===== src/rtl/axist_csr_responder.sv =====
// axist_csr_responder
// CSR slave for the AXI-ST h2h test block, fully on mgmt_clk.
// Decodes the 0x5000_xxxx map, holds the packet/delay/AXI control
// registers and serves status bits and captured data windows as
// 32-bit words through a waitreq/readdatavalid handshake.
// Optional feature macro: AXIST_CSR_ERR_EN (unmapped-access error
// counter at 0x5000_100C, unmapped reads return 32'hDEAD_BEEF).
module axist_csr_responder #(
  parameter int          SYNC_STAGES = 2,
  parameter logic [15:0] DLY_X_RST   = 16'd12,
  parameter logic [15:0] DLY_Y_RST   = 16'd32,
  parameter logic [15:0] DLY_Z_RST   = 16'd6000
) (
  input  logic         mgmt_clk,
  input  logic         rst_n,
  input  logic [31:0]  i_wr_addr,
  input  logic [31:0]  i_wrdata,
  input  logic         i_wren,
  input  logic         i_rden,
  output logic [31:0]  o_master_readdata,
  output logic         o_master_readdatavalid,
  output logic         o_master_waitreq,
  input  logic [3:0]   i_link_sts,
  input  logic [2:0]   i_ckr_sts,
  input  logic [255:0] i_dout_first,
  input  logic [255:0] i_dout_last,
  input  logic [255:0] i_din_first,
  input  logic [255:0] i_din_last,
  output logic [31:0]  o_pkt_ctrl,
  output logic         o_pkt_start,
  output logic         o_axi_rst,
  output logic [15:0]  o_delay_x,
  output logic [15:0]  o_delay_y,
  output logic [15:0]  o_delay_z
);

  localparam logic [31:0] ADDR_PKT_CTRL = 32'h5000_1000;
  localparam logic [31:0] ADDR_CKR_STS  = 32'h5000_1004;
  localparam logic [31:0] ADDR_LINK_STS = 32'h5000_1008;
  localparam logic [31:0] ADDR_ERR_CNT  = 32'h5000_100C;
  localparam logic [31:0] ADDR_DELAY_X  = 32'h5000_2000;
  localparam logic [31:0] ADDR_DELAY_Y  = 32'h5000_2004;
  localparam logic [31:0] ADDR_DELAY_Z  = 32'h5000_2008;
  localparam logic [31:0] ADDR_AXI_CTRL = 32'h5000_3000;

  typedef enum logic [1:0] {
    ST_IDLE    = 2'd0,
    ST_RD      = 2'd1,
    ST_WR      = 2'd2,
    ST_RELEASE = 2'd3
  } state_t;

  state_t       state_r;
  state_t       state_next_s;
  logic         take_wr_s;
  logic         take_rd_s;

  logic [31:0]  addr_w_s;
  logic [31:0]  rd_data_s;
  logic         hit_s;
  logic [7:0]   win_base_s;

  logic [31:0]  readdata_r;
  logic         readdatavalid_r;
  logic         waitreq_r;
  logic [31:0]  pkt_ctrl_r;
  logic         pkt_start_r;
  logic         axi_rst_r;
  logic [15:0]  delay_x_r;
  logic [15:0]  delay_y_r;
  logic [15:0]  delay_z_r;

  logic [3:0]   link_sync_r [SYNC_STAGES];
  logic [2:0]   ckr_sync_r  [SYNC_STAGES];
  logic [3:0]   link_s;
  logic [2:0]   ckr_s;

`ifdef AXIST_CSR_ERR_EN
  logic [7:0]   err_cnt_r;
`endif

  // Byte lanes [1:0] carry no meaning: fold them away before decoding.
  assign addr_w_s   = i_wr_addr & 32'hFFFF_FFFC;
  assign win_base_s = {addr_w_s[4:2], 5'b00000};
  assign link_s     = link_sync_r[SYNC_STAGES-1];
  assign ckr_s      = ckr_sync_r[SYNC_STAGES-1];

  // Status synchronizer chains for the asynchronous link/checker inputs.
  always_ff @(posedge mgmt_clk or negedge rst_n) begin
    if (!rst_n) begin
      for (int i = 0; i < SYNC_STAGES; i++) begin
        link_sync_r[i] <= 4'h0;
        ckr_sync_r[i]  <= 3'h0;
      end
    end else begin
      link_sync_r[0] <= i_link_sts;
      ckr_sync_r[0]  <= i_ckr_sts;
      for (int i = 1; i < SYNC_STAGES; i++) begin
        link_sync_r[i] <= link_sync_r[i-1];
        ckr_sync_r[i]  <= ckr_sync_r[i-1];
      end
    end
  end

  // Address decode: read data mux plus "mapped" flag shared by reads and writes.
  always_comb begin
    rd_data_s = 32'h0000_0000;
    hit_s     = 1'b0;
    case (addr_w_s)
      ADDR_PKT_CTRL: begin hit_s = 1'b1; rd_data_s = pkt_ctrl_r; end
      ADDR_CKR_STS:  begin hit_s = 1'b1; rd_data_s = {28'h0, ckr_s[2], 1'b0, ckr_s[1], ckr_s[0]}; end
      ADDR_LINK_STS: begin hit_s = 1'b1; rd_data_s = {28'h0, link_s}; end
`ifdef AXIST_CSR_ERR_EN
      ADDR_ERR_CNT:  begin hit_s = 1'b1; rd_data_s = {24'h0, err_cnt_r}; end
`endif
      ADDR_DELAY_X:  begin hit_s = 1'b1; rd_data_s = {16'h0, delay_x_r}; end
      ADDR_DELAY_Y:  begin hit_s = 1'b1; rd_data_s = {16'h0, delay_y_r}; end
      ADDR_DELAY_Z:  begin hit_s = 1'b1; rd_data_s = {16'h0, delay_z_r}; end
      ADDR_AXI_CTRL: begin hit_s = 1'b1; rd_data_s = {31'h0, axi_rst_r}; end
      default: begin
        // Capture windows: 0x5000_4k00 .. 0x5000_4k1C, k selects the buffer.
        if (addr_w_s[31:12] == 20'h50004 && addr_w_s[7:5] == 3'b000) begin
          case (addr_w_s[11:8])
            4'h0:    begin hit_s = 1'b1; rd_data_s = i_dout_first[win_base_s +: 32]; end
            4'h1:    begin hit_s = 1'b1; rd_data_s = i_dout_last[win_base_s +: 32]; end
            4'h2:    begin hit_s = 1'b1; rd_data_s = i_din_first[win_base_s +: 32]; end
            4'h3:    begin hit_s = 1'b1; rd_data_s = i_din_last[win_base_s +: 32]; end
            default: begin hit_s = 1'b0; rd_data_s = 32'h0000_0000; end
          endcase
        end else begin
          hit_s     = 1'b0;
          rd_data_s = 32'h0000_0000;
        end
      end
    endcase
`ifdef AXIST_CSR_ERR_EN
    if (!hit_s) begin
      rd_data_s = 32'hDEAD_BEEF;
    end else begin
      rd_data_s = rd_data_s;
    end
`endif
  end

  // Handshake FSM next state: write wins over read, held requests wait in RELEASE.
  always_comb begin
    state_next_s = state_r;
    take_wr_s    = 1'b0;
    take_rd_s    = 1'b0;
    case (state_r)
      ST_IDLE: begin
        if (i_wren) begin
          take_wr_s    = 1'b1;
          state_next_s = ST_WR;
        end else if (i_rden) begin
          take_rd_s    = 1'b1;
          state_next_s = ST_RD;
        end else begin
          state_next_s = ST_IDLE;
        end
      end
      ST_RD:   state_next_s = ST_RELEASE;
      ST_WR:   state_next_s = ST_RELEASE;
      ST_RELEASE: begin
        if (!i_wren && !i_rden) begin
          state_next_s = ST_IDLE;
        end else begin
          state_next_s = ST_RELEASE;
        end
      end
      default: state_next_s = ST_IDLE;
    endcase
  end

  // FSM state register.
  always_ff @(posedge mgmt_clk or negedge rst_n) begin
    if (!rst_n) begin
      state_r <= ST_IDLE;
    end else begin
      state_r <= state_next_s;
    end
  end

  // Handshake outputs are loaded on the accepting edge so they show during RD/WR.
  always_ff @(posedge mgmt_clk or negedge rst_n) begin
    if (!rst_n) begin
      waitreq_r       <= 1'b1;
      readdatavalid_r <= 1'b0;
      readdata_r      <= 32'h0000_0000;
    end else begin
      waitreq_r       <= ~(take_wr_s | take_rd_s);
      readdatavalid_r <= take_rd_s;
      if (take_rd_s) begin
        readdata_r <= rd_data_s;
      end
    end
  end

  // Register file: writes commit on the accepting edge straight from the bus.
  always_ff @(posedge mgmt_clk or negedge rst_n) begin
    if (!rst_n) begin
      pkt_ctrl_r  <= 32'h0000_0000;
      pkt_start_r <= 1'b0;
      axi_rst_r   <= 1'b0;
      delay_x_r   <= DLY_X_RST;
      delay_y_r   <= DLY_Y_RST;
      delay_z_r   <= DLY_Z_RST;
    end else begin
      pkt_start_r <= take_wr_s && (addr_w_s == ADDR_PKT_CTRL) && i_wrdata[0];
      if (take_wr_s) begin
        case (addr_w_s)
          ADDR_PKT_CTRL: pkt_ctrl_r <= i_wrdata;
          ADDR_DELAY_X:  delay_x_r  <= i_wrdata[15:0];
          ADDR_DELAY_Y:  delay_y_r  <= i_wrdata[15:0];
          ADDR_DELAY_Z:  delay_z_r  <= i_wrdata[15:0];
          ADDR_AXI_CTRL: axi_rst_r  <= i_wrdata[0];
          default:       pkt_ctrl_r <= pkt_ctrl_r;
        endcase
      end
    end
  end

`ifdef AXIST_CSR_ERR_EN
  // Saturating count of unmapped accesses; any write to its address clears it.
  always_ff @(posedge mgmt_clk or negedge rst_n) begin
    if (!rst_n) begin
      err_cnt_r <= 8'h00;
    end else if (take_wr_s && addr_w_s == ADDR_ERR_CNT) begin
      err_cnt_r <= 8'h00;
    end else if ((take_wr_s || take_rd_s) && !hit_s && err_cnt_r != 8'hFF) begin
      err_cnt_r <= err_cnt_r + 8'h01;
    end
  end
`endif

  assign o_master_readdata      = readdata_r;
  assign o_master_readdatavalid = readdatavalid_r;
  assign o_master_waitreq       = waitreq_r;
  assign o_pkt_ctrl             = pkt_ctrl_r;
  assign o_pkt_start            = pkt_start_r;
  assign o_axi_rst              = axi_rst_r;
  assign o_delay_x              = delay_x_r;
  assign o_delay_y              = delay_y_r;
  assign o_delay_z              = delay_z_r;

endmodule


===== config.mk =====
export PLATFORM = sky130hd
export DESIGN_NAME = axist_csr_responder
export DESIGN_NICKNAME = d
export VERILOG_FILES = /design/src/rtl/axist_csr_responder.sv
export SDC_FILE = /design/constraint.sdc
export NUM_CORES = 1
export LEC_CHECK = 0
export CORE_AREA = 3 3 469 471
export CTS_CLUSTER_DIAMETER = 40
export DETAILED_ROUTE_END_ITERATION = 16
export DIE_AREA = 0 0 472 474
export PLACE_DENSITY = 0.38
export SYNTH_ARGS = -nofsm -noshare
export SYNTH_HDL_FRONTEND = slang
export SYNTH_SLANG_ARGS = --single-unit

===== constraint.sdc =====
create_clock -name mgmt_clk -period 4 [get_ports mgmt_clk]
set_input_delay 0.8 -clock mgmt_clk [delete_from_list [all_inputs] [get_ports mgmt_clk]]
set_output_delay 0.8 -clock mgmt_clk [all_outputs]
set_load 0.02 [all_outputs]

==> results.md, run 1 <==
* Status: completed
* Count of warnings emitted by yosys at 0
* Die H at 474 um
* Yosys reg bits at ~130
* Root Driver: clkbuf_16
* Pleak at 11.5 nW
* Initial DRC count at 1515
* Yosys top cell area share at a little over a fifth
* Final Max Tran Viols at 0
* Sequential area share after synthesis at between 20% and 30%
* Pre-Repair DR Iteration Count at 6
* Final Cell Area at around 32000 sq um
* Fillers at roughly 25000
* Overflow after GRT at 0
* First-pass GRT wire length at 276000 um
* Port bufs at ~1200
* Final wirelength at 228000 um
* HPWL Detailed at just over 200000 um
* Critical path type: in2reg
* Syn avg cell area at 8.91 sq um
* Core area at 217000 sq um
* Post-route ant nets at 0
* Worst vdd ir at ~0.24 mV
* Comb pwr share at between 50% and 60%
* Ys flop type: dfrtp_1
* Tmin final at 3670 ps
* Io pins at around 1200
* CTS tree: yes
* Unrepaired setup endpoints after global routing: false
* CTS sink count at 132
* Pwr/cell area at 216 nW/um^2
* Post-synth EDFFs at 0
* Cells after Synth at 1612
* Top Family by Delay on Critical Path: buffers and inverters
* CP max-delay cell: clkdlybuf4s50_1
* Clock group share of total power at 25.9%
* Slew margin rel. at 32.8%
* Fin crit share at 91.9%
* Cell mode on critical path: buf_12
* Total number of vias at 21800
* Area growth syn-to-layout at 125%
* Crit path depth at 11
* Netlist cell types at 81
* Initial antenna violation count at 217
* Maximum clock frequency at 0.272 GHz
* Net total in the final layout at 3977
* Die X at around 470 um
* Vias in the first global route at 22300
* Critical Path RT at ~4400 ps
* Synth area leaders: dfrtp_1, a221oi_1, mux2_2
* Min Hold Slack at about 310 ps
* Switching Power at roughly 2.8 mW
* Worst-path clk slew at 100 ps
* Placed Area at 31500 sq um
* Via density at 3.76
* Design Power at 6.98 mW
* Setup Viol. Count Final at 0
* Drt wl/cell at 39.2 um
* Most frequent cell after synthesis: a221oi_1
* Site Rows at between 150 and 200
* FFs w/ async S/R, synth at 100%
* Clock Skews at 29.1 ps
* Endpoint type of the worst setup path: register
* # DRC at 0
* Hold buffer count at cts at 0
* Pint at about 4.2 mW
* H-tree levels at 4
* FF-to-FF path depth at 10
* Largest net degree at the start of global routing at 89
* Post-cts resize count at 0
* Worst hold path type: in2async
* Worst Path Buf+Inv at 5
* Synthesized area at approximately 14000 sq um
* Startpoint types: input pin
* Switching share of power at 39.5%
* Starting Density at between 6 and 7%
* Slew @ Worst Pin at 997 ps
* FF-to-FF Start: state_r[0]
* Cell Chain, Critical Path: clkdlybuf4s50_1 -> buf_12 -> nor4b_4 -> buf_12 -> buf_12 -> a221oi_1 -> o41ai_1 -> nand4_1 -> buf_4 -> a31oi_1 -> a21o_1
* DIE AREA at 224000 sq um
* Net count after synthesis at 2714
* CP Max Fanout at 33
* Setup TNS at 0 ps
* Final Hold Viols at 0
* Share of power burned in registers at 22.1%
* Share of cells above drive strength 1 at ~17%
* Commonest cells in the netlist: a221oi_1, mux2_2, nand2_1, dfrtp_1, o21ai_0
* WP data arrival at 4090 ps
* Clk Latency, worst-skew pair at 490 ps
* Reg-to-reg endpoint: o_master_readdata[27]
* Post-layout util at 14.9%
* CTS Buf Count at 17
* Clock buffer depth at 2
* Tot GR Track Use at 19.5%
* # Post-CTS Setup Buffers at 0
* Global placer's final weighted congestion at 0.872
* Maximum capacitance violations at 0
* Synth area leader: dfrtp_1
* Slowest stage delay, CP at between 400 and 500 ps
* R2R Setup Slk at 1130 ps
-- power by group through the flow --
stage	clock, mW	combinational [mW]	sequential [mW]
2_1_floorplan	0	0.940	1.68
3_3_place_gp	0	3.71	1.57
3_5_place_dp	0	3.71	1.57
4_1_cts	1.88	3.73	1.55
5_1_grt	1.91	3.86	1.56
6_report	1.81	3.62	1.54
-- cells in the final DEF, fill, tap and decap left out, types with 26 or more instances in the layout --
| cell type | n |
|---|---|
| mux2_2 | 148 |
| mux2i_1 | 56 |
| a22oi_1 | 26 |
| mux2_1 | 30 |
| clkdlybuf4s50_1 | 1206 |
| buf_12 | 41 |
| nor2_1 | 55 |
| diode_2 | 59 |
| inv_1 | 43 |
| a21oi_1 | 79 |
| dfrtp_1 | 121 |
| nand2_1 | 140 |
| buf_4 | 171 |
| a221oi_1 | 223 |
| nor3_1 | 29 |
| o21ai_0 | 103 |
| mux4_2 | 45 |
-- worst max-delay path by stage --
stage / startpoint / to / slack [ps]
3_3_place_gp: i_wr_addr[11] / o_master_readdata[13] / -450
6_report: i_wr_addr[11] / o_master_readdata[25] / 330
2_1_floorplan: i_wr_addr[17] / o_delay_y[10] / 1210
5_1_grt: i_wr_addr[11] / o_master_readdata[0] / 50
4_1_cts: i_wr_addr[11] / o_master_readdata[13] / 3
3_5_place_dp: i_wr_addr[11] / o_master_readdata[13] / -490
-- cell families after synthesis --
group                    after synthesis  share of synthesized area [%]
AO/OA/AOI/OAI                        620                           32.0
adder cells (fa/ha/maj)                3                          0.262
buffers and inverters                225                           7.05
flip-flops                           132                           23.1
multiplexers                         279                           24.9
AND/OR/NAND/NOR                      353                           12.6
-- metrics by stage --
| step | worst slack [ps] | instances |
|---|---|---|
| after floorplan | 1210 | 1612 |
| after global placement | -447 | 5710 |
| after detailed placement | -487 | 5710 |
| after CTS | 3.01 | 5742 |
| after global routing | 45.2 | 5756 |
| final | 326 | 5801 |
-- layer usage --
metal | vias up | GRT usage, % | wire [um]
li1 | 9151 | - | -
met1 | 10800 | 22.9 | 90700
met2 | 1404 | 33.7 | 108000
met3 | 334 | 7.85 | 23000
met4 | 128 | 2.96 | 4860
met5 | - | 0 | 850
-- state kept, by name, indices dropped and copies added (netlist names) --
signal / count
o_master_readdata: 32
o_pkt_ctrl: 32
o_delay_x: 16
o_delay_y: 16
o_delay_z: 16
link_s: 4
link_sync_r: 4
ckr_s: 3
ckr_sync_r: 3
state_r: 2
o_axi_rst: 1
o_master_readdatavalid: 1
o_master_waitreq: 1
o_pkt_start: 1
-- layout make-up --
cell class              instances  area [sq um]  share of cell area [%]
clock inverters                15           206                   0.640
repair buffers               1423         14200                    44.2
multi-input cells            1255         10200                    31.5
well taps                    2854          3570                    11.1
diodes                         59           148                   0.458
inverters                      46           175                   0.543
flip-flops and latches        132          3320                    10.3
clock buffers                  17           425                    1.32
No activity file was read; power rests on OpenSTA's default activity.
==> inputs of run 2 (changes only) <==
HOLD_SLACK_MARGIN = 0.02   (was unset)
clock period = 3.3 ns   (was 4 ns; I/O delays follow)
==> results.md, run 2 (synthesis gave the netlist of run 1 again) <==
* Worst-path clk slew at 90 ps
* Net total in the final layout at slightly above 4000
* Setup Viol. Count Final at 2
* Most frequent cells in the layout: clkdlybuf4s50_1, buf_4, a221oi_1, mux2_2, nand2_1
* Root Driver: clkbuf_16
* Startpoint types: input pin
* CP Max Fanout at 8
* Vias in the first global route at between 20000 and 25000
* Critical path type: in2reg
* Share of cells above drive strength 1 at 21.5%
* Fin crit share at 102%
* CTS sink count at 132
* Site Rows at 171
* Port bufs at 1212
* Clk Latency, worst-skew pair at 490 ps
* Design Power at 8.68 mW
* Largest net degree at the start of global routing at 57
* Global placer's final weighted congestion at 0.866
* Unrepaired setup endpoints after global routing: true
* H-tree levels at 4
* Starting Density at 6.63%
* Multi-input logic area at a little over 10000 sq um
* Worst vdd ir at ~0.25 mV
* Core area at 217000 sq um
* Maximum clock frequency at 0.296 GHz
* Total number of vias at 22100
* Slew @ Worst Pin at approximately 1100 ps
* Seq. cell area at 3320 sq um
* Clock Skews at 28.3 ps
* # DRC at 0
* Tot GR Track Use at 19.7%
* Setup ws final at -80.4 ps
* FF-to-FF path depth at 8
* Initial DRC count at 1672
* CTS Buf Count at 17
* Die X at around 470 um
* Io pins at 1215
* Clock buffer depth at 2
* Final wirelength at 230000 um
* Overflow after GRT at 0
* Post-route ant nets at 0
* Area growth syn-to-layout at 133%
* Critical Path RT at 3720 ps
* Via density at ~3.7
* Final Max Tran Viols at 0
* DIE AREA at around 220000 sq um
* WP data arrival at around 3800 ps
* Post-layout util at 15.5%
* Leading cell type in the layout, fill and taps excluded: clkdlybuf4s50_1
* Endpoint type of the worst setup path: register
* Tmin final at 3380 ps
* Initial antenna violation count at 242
* Status: finished with violations
* Setup TNS at -81.8 ps
* Drt wl/cell at ~39 um
* Cell Count, Final, Fillers Out at 5935
* Placed cell count at 5819
* Worst hold path type: in2async
* CTS tree: yes
* First-pass GRT wire length at 279000 um
* Die H at between 400 and 500 um
* Pre-Repair DR Iteration Count at 6
* Slew margin rel. at 24.4%
* HPWL Detailed at slightly above 200000 um
* Failing checks: setup timing
* Final Hold Viols at 0
* Pleak at 12.2 nW
* Maximum capacitance violations at 0
* Pwr/cell area at 259 nW/um^2
* Fillers at 24600
run 2: final timing paths:
| kind | start | slack (ps) | end |
|---|---|---|---|
| max in group asynchronous | rst_n | 2290 | o_delay_x[2] |
| hold / removal | rst_n | 190 | o_master_readdata[19] |
| setup reg to reg | state_r[1] | 640 | o_master_readdata[15] |
| setup / recovery | i_wr_addr[11] | -80 | o_master_readdata[19] |
| min in group mgmt_clk | ckr_sync_r[4] | 330 | ckr_s[1] |
| hold reg to reg | ckr_sync_r[4] | 330 | ckr_s[1] |
run 2: critical path: stages:
cell	delay [ps]
clkdlybuf4s50_1	450
buf_12	170
nor4b_4	330
buf_12	190
buf_4	170
a221oi_1	170
nor3_1	240
a21oi_1	60
buf_4	130
o211ai_1	880
a31o_2	280
run 2: repair_timing:
item / 4_1_cts / 5_1_grt
hold endpoints to repair: 0 / 0
setup endpoints to repair: 5 / 14
cloned: 2 / 0
pin swaps: 4 / 9
setup buffers: 10 / 12
hold buffers: 0 / 0
resized for setup: 11 / 12
run 2: metal layers:
metal | global-route usage (%) | wire length, um | vias up
li1 | - | - | 9410
met2 | 33.7 | 109000 | 1380
met4 | 3.84 | 5280 | 130
met1 | 22.5 | 89200 | 10800
met3 | 9.05 | 25800 | 372
met5 | 0 | 860 | -
run 2: cell type report:
type / instances / area share (%)
sequential: 132 / 9.91
tap: 2854 / 10.7
multi-input combinational: 1255 / 30.6
inverter: 46 / 0.523
timing repair buffer: 1556 / 46.0
antenna: 60 / 0.449
clock buffer: 17 / 1.27
clock inverter: 15 / 0.557
run 2: through the flow:
step,hold WS (ps),worst slack [ps],cell area (sq um)
after floorplan,331,648,14400
after global placement,339,-917,32400
after detailed placement,336,-925,32400
after CTS,198,6.46,33200
after global routing,201,-49.4,33400
final,190,-80.4,33500
run 2: power breakdown:
| group | internal (mW) | switching [mW] |
|---|---|---|
| registers | 1.77 | 0.133 |
| clock network | 1.09 | 1.09 |
| logic | 2.31 | 2.28 |
==> inputs of run 3 (changes only) <==
CORE_AREA = 2 2 468 470   (was 3 3 469 471)
DIE_AREA = 0 0 470 472   (was 0 0 472 474)
PLACE_DENSITY = 0.37   (was 0.38)
==> results.md, run 3 (synthesis gave the netlist of run 1 again) <==
* Slowest stage delay, CP at ~660 ps
* FF-to-FF path depth at 9
* WP data arrival at 3650 ps
* Share of cells above drive strength 1 at 21.1%
* Endpoint type of the worst setup path: register
* Cell Chain, Critical Path: clkdlybuf4s50_1 -> nor3b_1 -> buf_4 -> nor4b_4 -> buf_4 -> nand2b_1 -> or4_1 -> o211ai_1
* CTS tree: yes
* Port bufs at 1212
* Final Hold Viols at 0
* Total number of vias at 22200
* CTS sink count at 132
* Fin crit share at a little over nine tenths
* Critical path type: in2reg
* Clock Skews at 20.4 ps
* Slew @ Worst Pin at 1180 ps
* Most frequent cells in the layout: clkdlybuf4s50_1, buf_4, a221oi_1, mux2_2, nand2_1
* Core area at 217000 sq um
* Comb pwr share at 54.1%
* # DRC at 0
* Largest net degree at the start of global routing at 61
* Leading cell type in the layout, fill and taps excluded: clkdlybuf4s50_1
* Slew margin rel. at between 20% and 30%
* Worst vdd ir at 0.279 mV
* Final Max Tran Viols at 0
* Unrepaired setup endpoints after global routing: false
* Worst hold path type: in2async
* Final wirelength at 237000 um
* CP Max Fanout at 4
* Pwr/cell area at roughly 260 nW/um^2
* Switching Power at between 3 and 4 mW
* Vias in the first global route at 22700
* Initial antenna violation count at 260
* Setup TNS at 0 ps
* Starting Density at 6.63%
* First-pass GRT wire length at ~290000 um
* Design Power at 8.69 mW
* Worst-path clk slew at 90 ps
* Area growth syn-to-layout at 134%
* Clock group share of total power at 24.3%
* CP max-delay cell: clkdlybuf4s50_1
* Post-route ant nets at 0
* Critical Path RT at 3710 ps
* Die X at 470 um
* Startpoint types: input pin
* Tmin final at 3240 ps
* Global placer's final weighted congestion at 0.876
* DIE AREA at between 200000 and 250000 sq um
* H-tree levels at 4
* Clock buffer depth at 2
* CTS Buf Count at 17
* Overflow after GRT at 0
* Hold buffer count at cts at 0
* Pleak at 12.3 nW
* Die H at 472 um
* Maximum capacitance violations at 0
* Tot GR Track Use at 20.5%
* Share of power burned in registers at between 20% and 30%
* Post-layout util at 15.5%
* Maximum clock frequency at slightly above 0.3 GHz
* Pint at 5.18 mW
* Io pins at 1215
* Initial DRC count at 1485
* Clk Latency, worst-skew pair at about 500 ps
* Drt wl/cell at 39.9 um
* Net total in the final layout at 4106
* Status: completed
* Root Driver: clkbuf_16
* Cell mode on critical path: buf_4
* HPWL Detailed at roughly 210000 um
* Fillers at 24600
* Setup Viol. Count Final at 0
* Site Rows at 171
* Switching share of power at 40.3%
* Pre-Repair DR Iteration Count at 5
* Via density at 3.75
-- run 3: stage by stage --
| step | instance area [sq um] | hold WS (ps) | setup slack [ps] | instances |
|---|---|---|---|---|
| 2_1_floorplan | 14400 | 331 | 648 | 1612 |
| 3_3_place_gp | 32600 | 336 | -747 | 5833 |
| 3_5_place_dp | 32600 | 336 | -756 | 5833 |
| 4_1_cts | 33300 | 227 | 2.14 | 5867 |
| 5_1_grt | 33500 | 248 | 20.6 | 5887 |
| 6_report | 33600 | 230 | 59.6 | 5925 |
-- run 3: worst max-delay path: cells and delay by family --
kind | cells | cell delay (ps)
AOI/OAI and AO/OA | 1 | 140
buffers and inverters | 3 | 1150
and+or+nand+nor | 4 | 1690
-- run 3: final timing paths --
path / start / endpoint / slack [ps]
worst max-delay path: i_wr_addr[14] / o_master_readdata[9] / 60
worst min-delay path: rst_n / o_pkt_ctrl[11] / 230
worst max register to register: state_r[0] / o_master_readdata[9] / 310
worst min register to register: link_sync_r[5] / link_s[1] / 350
max in group asynchronous: rst_n / o_delay_x[3] / 2280
min in group mgmt_clk: link_sync_r[5] / link_s[1] / 350
-- run 3: power groups by stage --
stage	Combinational, mW	Sequential [mW]	Clock (mW)
2_1_floorplan	1.14	2.04	0
3_3_place_gp	4.78	1.90	0
3_5_place_dp	4.77	1.90	0
4_1_cts	4.81	1.88	2.18
5_1_grt	4.98	1.90	2.24
6_report	4.70	1.88	2.11
-- run 3: final cells by class --
class	count	area, sq um	share of cell area, %
timing repair buffer	1552	15500	46.3
multi-input combinational	1255	10200	30.5
tap	2854	3570	10.6
sequential	132	3320	9.89
clock buffer	17	425	1.27
clock inverter	15	181	0.541
inverter	46	175	0.522
antenna	54	135	0.403
-- run 3: what timing repair did --
action,in CTS,in global routing
buffers inserted,1,3
pin swaps,4,2
resized for setup,12,7
cloned,1,1
endpoints found under the hold margin,0,0
setup endpoints to repair,8,7
-- run 3: layer usage --
metal / global-route usage (%) / share of wire [%] / up-vias / routed length (um)
met5: 0 / 0.46 / - / 1090
met4: 3.24 / 1.8 / 168 / 4330
met3: 9.95 / 12 / 430 / 27300
met2: 35.7 / 48 / 1379 / 114000
met1: 22.7 / 38 / 10800 / 89600
li1: - / - / 9405 / -
